===== src/rtl/seq_pkg.sv =====
// Shared types and helpers for the serializer and the 1010 sequence detector.
package seq_pkg;

    typedef enum logic {
        IDLE  = 1'b0,
        SHIFT = 1'b1
    } ser_state_t;

    typedef enum logic [1:0] {
        DET_S0    = 2'd0,
        DET_S1    = 2'd1,
        DET_S10   = 2'd2,
        DET_S101  = 2'd3
    } det_state_t;

    localparam logic IDLE_BIT = 1'b0;

    // Narrower words are zero-extended by the caller, which leaves the XOR unchanged.
    function automatic logic even_parity(input logic [31:0] data);
        return ^data;
    endfunction

endpackage


===== src/rtl/seq_bit_counter.sv =====
// Down-counter with load, decrement and zero flag; load wins over decrement.
module seq_bit_counter #(
    parameter int CW = 3
) (
    input  logic          clk,
    input  logic          rst,
    input  logic          load,
    input  logic [CW-1:0] load_val,
    input  logic          dec,
    output logic [CW-1:0] count,
    output logic          zero
);

    logic [CW-1:0] count_r;

    // Count register; decrement holds at zero so the count never underflows.
    always_ff @(posedge clk or negedge rst) begin
        if (!rst) begin
            count_r <= {CW{1'b0}};
        end else if (load) begin
            count_r <= load_val;
        end else if (dec && (count_r != {CW{1'b0}})) begin
            count_r <= count_r - CW'(1);
        end
    end

    assign count = count_r;
    assign zero  = (count_r == {CW{1'b0}});

endmodule


===== src/rtl/seq_bit_serializer.sv =====
// Parallel-to-serial feeder for the 1010 detector, gapless back-to-back words.
// Optional macro SER_PARITY_EN appends an even-parity bit to every word.
module seq_bit_serializer
    import seq_pkg::*;
#(
    parameter int   WIDTH      = 8,
    parameter bit   MSB_FIRST  = 1'b1,
    parameter logic IDLE_LEVEL = IDLE_BIT
) (
    input  logic             clk,
    input  logic             rst,
    input  logic [WIDTH-1:0] data_in,
    input  logic             load_valid,
    output logic             load_ready,
    output logic             x_out,
    output logic             bit_valid,
    output logic             busy,
    output logic             last_bit
);

`ifdef SER_PARITY_EN
    localparam int NBITS = WIDTH + 1;
`else
    localparam int NBITS = WIDTH;
`endif
    localparam int CW = $clog2(NBITS);

    if ((WIDTH < 2) || (WIDTH > 32)) begin : g_width_check
        $error("seq_bit_serializer: WIDTH must be in 2..32");
    end

    ser_state_t       state_r, state_nx_s;
    logic [NBITS-2:0] shreg_r, shreg_nx_s;
    logic [NBITS-1:0] frame_s;
    logic             x_out_r, x_nx_s;
    logic             bit_valid_r, bv_nx_s;
    logic             last_bit_r, last_nx_s;
    logic             accept_s;
    logic             cnt_load_s, cnt_dec_s, cnt_zero_s;
    logic [CW-1:0]    cnt_val_s;

    seq_bit_counter #(.CW(CW)) u_bit_counter (
        .clk      (clk),
        .rst      (rst),
        .load     (cnt_load_s),
        .load_val (CW'(NBITS - 1)),
        .dec      (cnt_dec_s),
        .count    (cnt_val_s),
        .zero     (cnt_zero_s)
    );

    assign load_ready = rst && ((state_r == IDLE) || ((state_r == SHIFT) && last_bit_r));
    assign accept_s   = load_valid && load_ready;

    // Frame the word so the first bit to transmit sits at frame_s[NBITS-1].
    always_comb begin
        frame_s = {NBITS{1'b0}};
        for (int i = 0; i < WIDTH; i++) begin
            if (MSB_FIRST) begin
                frame_s[NBITS-1-i] = data_in[WIDTH-1-i];
            end else begin
                frame_s[NBITS-1-i] = data_in[i];
            end
        end
`ifdef SER_PARITY_EN
        frame_s[0] = even_parity(32'(data_in));
`endif
    end

    // Next-state and next-output logic for the IDLE/SHIFT machine.
    always_comb begin
        state_nx_s = state_r;
        shreg_nx_s = shreg_r;
        x_nx_s     = x_out_r;
        bv_nx_s    = bit_valid_r;
        last_nx_s  = last_bit_r;
        cnt_load_s = 1'b0;
        cnt_dec_s  = 1'b0;
        case (state_r)
            IDLE, SHIFT: begin
                if (accept_s) begin
                    state_nx_s = SHIFT;
                    x_nx_s     = frame_s[NBITS-1];
                    shreg_nx_s = frame_s[NBITS-2:0];
                    bv_nx_s    = 1'b1;
                    last_nx_s  = 1'b0;
                    cnt_load_s = 1'b1;
                end else if ((state_r == IDLE) || cnt_zero_s) begin
                    state_nx_s = IDLE;
                    x_nx_s     = IDLE_LEVEL;
                    bv_nx_s    = 1'b0;
                    last_nx_s  = 1'b0;
                end else begin
                    x_nx_s     = shreg_r[NBITS-2];
                    shreg_nx_s = shreg_r << 1;
                    cnt_dec_s  = 1'b1;
                    last_nx_s  = (cnt_val_s == CW'(1));
                end
            end
            default: begin
                state_nx_s = IDLE;
                x_nx_s     = IDLE_LEVEL;
                bv_nx_s    = 1'b0;
                last_nx_s  = 1'b0;
            end
        endcase
    end

    // State, shift register and registered stream outputs.
    always_ff @(posedge clk or negedge rst) begin
        if (!rst) begin
            state_r     <= IDLE;
            shreg_r     <= {(NBITS-1){1'b0}};
            x_out_r     <= IDLE_LEVEL;
            bit_valid_r <= 1'b0;
            last_bit_r  <= 1'b0;
        end else begin
            state_r     <= state_nx_s;
            shreg_r     <= shreg_nx_s;
            x_out_r     <= x_nx_s;
            bit_valid_r <= bv_nx_s;
            last_bit_r  <= last_nx_s;
        end
    end

    assign x_out     = x_out_r;
    assign bit_valid = bit_valid_r;
    assign busy      = bit_valid_r;
    assign last_bit  = last_bit_r;

endmodule


===== config.mk =====
export PLATFORM = sky130hd
export DESIGN_NAME = seq_bit_serializer
export DESIGN_NICKNAME = d
export VERILOG_FILES = /design/src/rtl/seq_pkg.sv /design/src/rtl/seq_bit_counter.sv /design/src/rtl/seq_bit_serializer.sv
export SDC_FILE = /design/constraint.sdc
export NUM_CORES = 1
export LEC_CHECK = 0
export CAP_MARGIN = 20
export CORE_MARGIN = 10
export CORE_UTILIZATION = 40
export DETAILED_ROUTE_END_ITERATION = 7
export PLACE_DENSITY = 0.67
export SYNTH_ARGS = -nofsm -noshare
export SYNTH_HDL_FRONTEND = slang
export SYNTH_SLANG_ARGS = --single-unit
export TNS_END_PERCENT = 100

===== constraint.sdc =====
create_clock -name clk -period 2.3 [get_ports clk]
set_input_delay 0.345 -clock clk [delete_from_list [all_inputs] [get_ports clk]]
set_output_delay 0.345 -clock clk [all_outputs]
set_load 0.02 [all_outputs]

==> insert_results.sql <==
INSERT INTO impl_metrics (metric_group, metric, value, unit) VALUES
('outcome', 'outcome', 'finished clean', ''),
('sta', 'timing.fmax', '522', 'MHz'),
('placement', 'placed_area', '820', 'sq um'),
('sta', 'worst_clock_skew', '2.21', 'ps'),
('power_and_ir_drop', 'power.ir.vdd_worst', '0.518', 'mV'),
('sta', 'setup_viol', '0', ''),
('sta', 'min_period', '1910', 'ps'),
('cells_and_area', 'commonest_cells_after_routing_fill_and_taps_aside', 'clkdlybuf4s50_1 (15), dfrtp_1 (13), mux2_2 (11)', ''),
('placement', 'io_buffer_count', '15', ''),
('clock_network', 'clock_tree_from_tritoncts', 'yes', ''),
('sta', 'hold_viol', '0', ''),
('global_route', 'vias_in_the_first_global_route', '458', ''),
('synthesis', 'ys_warn_count', '0', ''),
('cells_and_area', 'finalNonFillerCells', '87', ''),
('placement', 'placedCellCount', '83', ''),
('clock_network', 'htreeDepth', '1', ''),
('global_route', 'globalRoute.totalOverflow', '0', ''),
('clock_network', 'cts_buffer_depth', '2', ''),
('min_path', 'min-delay-path-class', 'in2async', ''),
('worst_setup_path', 'rrSetupSlack', '450', 'ps'),
('clock_network', 'cts_hold_repair.buffers', '0', ''),
('cells_and_area', 'count_of_fill_cells_added_during_filler_insertion', '154', ''),
('sta', 'fin_setup_tns', '0', 'ps'),
('flow_run', 'max-cap-violations', '0', ''),
('synthesis', 'synth.largest_area_cell', 'dfrtp_1', ''),
('sta', 'max-slew-margin-rel', '57.8', '%'),
('cells_and_area', 'mostFrequentLayoutCell', 'clkdlybuf4s50_1', ''),
('synthesis', 'yosys_register_bits', '13', ''),
('clock_network', 'clock_sinks', '13', ''),
('routing', 'postRouteWirelength', '1120', 'um'),
('cells_and_area', 'antenna-diode-count', '0', ''),
('floorplanning', 'initial_core_util', '43.7', '%'),
('cells_and_area', 'num-nets-final', '86', ''),
('worst_setup_path', 'cp.arrival', '1570', 'ps'),
('global_route', 'grt_start_max_net_pins', '15', ''),
('placement', 'gpl.final_weighted_congestion', '0.645', ''),
('floorplanning', 'top_level_ports', '16', ''),
('routing', 'wire_per_inst', '12.8', 'um'),
('worst_setup_path', 'crit_end_element', 'output port', ''),
('routing', 'detail_route.iter0.violations', '9', ''),
('cells_and_area', 'post_route_cells_drive_above_1_share', '26.8', '%'),
('sta', 'timing.final.max_slew_violations', '0', ''),
('routing', 'antenna_violating_nets_post_route', '0', ''),
('global_route', 'global_route_wire_length_before_repair', '1920', 'um'),
('clock_network', 'clk_root_buffer_cell', 'clkbuf_4', ''),
('worst_setup_path', 'worst-path-max-fanout', '2', ''),
('routing', 'via_per_inst', '4.90', ''),
('power_and_ir_drop', 'power_density_relative_to_cell_area', '1280', 'mW/mm^2'),
('floorplanning', 'die_x', '61.0', 'um'),
('cells_and_area', 'postLayoutCellArea', '846', 'sq um'),
('sta', 'timing_worst_slew_pin_value', '631', 'ps'),
('power_and_ir_drop', 'fin_total_pwr', '1.09', 'mW'),
('cells_and_area', 'total_area_of_multi_input_combinational_cells', '283', 'sq um'),
('cells_and_area', 'syn_to_final_growth', '25.7', '%'),
('synthesis', 'yosysSeqAreaShare', '48.3', '%'),
('synthesis', 'proportion_of_netlist_area_held_by_the_largest_area_contributor', '48.3', '%'),
('clock_network', 'clkSlewWorstSetupHoldPaths', '80', 'ps'),
('routing', 'route.vias.total', '426', ''),
('synthesis', 'synthDistinctLibCells', '18', ''),
('worst_setup_path', 'worst_ep_required_time', '1960', 'ps'),
('synthesis', 'synth.area.top_cells', 'dfrtp_1 (48%), mux2_2 (18%), ha_1 (5.6%)', ''),
('global_route', 'groute.usage.overall', '6.73', '%'),
('sta', 'grt_setup_unrepaired', 'no', ''),
('floorplanning', 'fp.dieH', '61.0', 'um'),
('power_and_ir_drop', 'total_leakage_power', '0.414', 'nW'),
('routing', 'drt_drc_violations_left', '0', ''),
('global_route', 'antenna_found_initial', '0', ''),
('floorplanning', 'core', '0.00154', 'sq mm'),
('placement', 'dpl.hpwl', '884', 'um'),
('cells_and_area', 'final_core_utilization', '54.9', '%'),
('floorplanning', 'floorplan.rows', '14', '');
-- worst max-delay path: stages --
cell             delay, ps
clkdlybuf4s50_1        500
o21a_1                 130
clkdlybuf4s50_1        600
-- cell type report --
type	instances	area share, %
Clock buffer	4	3.11
Inverter	7	3.11
Multi-Input combinational cell	30	33.4
Sequential cell	13	38.5
Tap cell	16	2.37
Timing Repair Buffer	17	19.5
-- cell usage after synthesis --
cell type and n:
mux2_4 2, buf_8 1, o211ai_1 2, o21a_1 1, nor4b_1 1, buf_2 1, xnor2_1 1, dfrtp_1 13
inv_1 7, mux2i_1 1, buf_6 1, buf_4 1, mux2_2 11, nor2_1 1, o211ai_2 1, nand2b_1 1
nand2_1 5, ha_1 3
-- report_power, final --
part           total [mW]  leakage (nW)  switching [mW]  internal (mW)
logic               0.556         0.237           0.240          0.316
registers           0.387         0.162          0.0549          0.332
clock network       0.143        0.0150          0.0758         0.0673
-- kinds of logic after synthesis --
logic type / after synthesis / share of synthesized area [%]
adder cells (fa/ha/maj): 3 / 5.58
XOR/XNOR: 1 / 1.30
flip-flops: 13 / 48.3
buffers and inverters: 11 / 9.67
multiplexers: 14 / 24.3
AND/OR/NAND/NOR: 8 / 5.58
AO/OA/AOI/OAI: 4 / 5.20
-- sequential cells by signal, summed over array words and instances (netlist names) --
register             count
shreg_r                  7
last_bit                 1
u_bit_counter.count      3
x_out                    1
bit_valid                1
-- per-stage QoR --
stage | worst slack [ps] | hold WS (ps)
2_1_floorplan | 517 | 49.4
3_3_place_gp | 367 | 448
3_5_place_dp | 366 | 447
4_1_cts | 367 | 441
5_1_grt | 330 | 451
6_report | 386 | 430
-- per-layer routing --
metal / track usage [%] / wire [um] / share of wire, %
met1: 7.89 / 526 / 47
met2: 10.2 / 488 / 44
met3: 2.06 / 76 / 6.8
met4: 4.70 / 25 / 2.2
met5: 0 / 0 / 0
-- how the worst max path moves through the flow --
stage,start,to,slack (ps),cells past startpoint
after floorplan,u_bit_counter.count[0],shreg_r[5],520,8
after global placement,rst,shreg_r[5],370,4
after detailed placement,rst,shreg_r[5],370,4
after CTS,rst,load_ready,370,3
after global routing,u_bit_counter.count[0],shreg_r[2],330,6
final,rst,load_ready,390,3
Power figures use the tool's default switching activity.
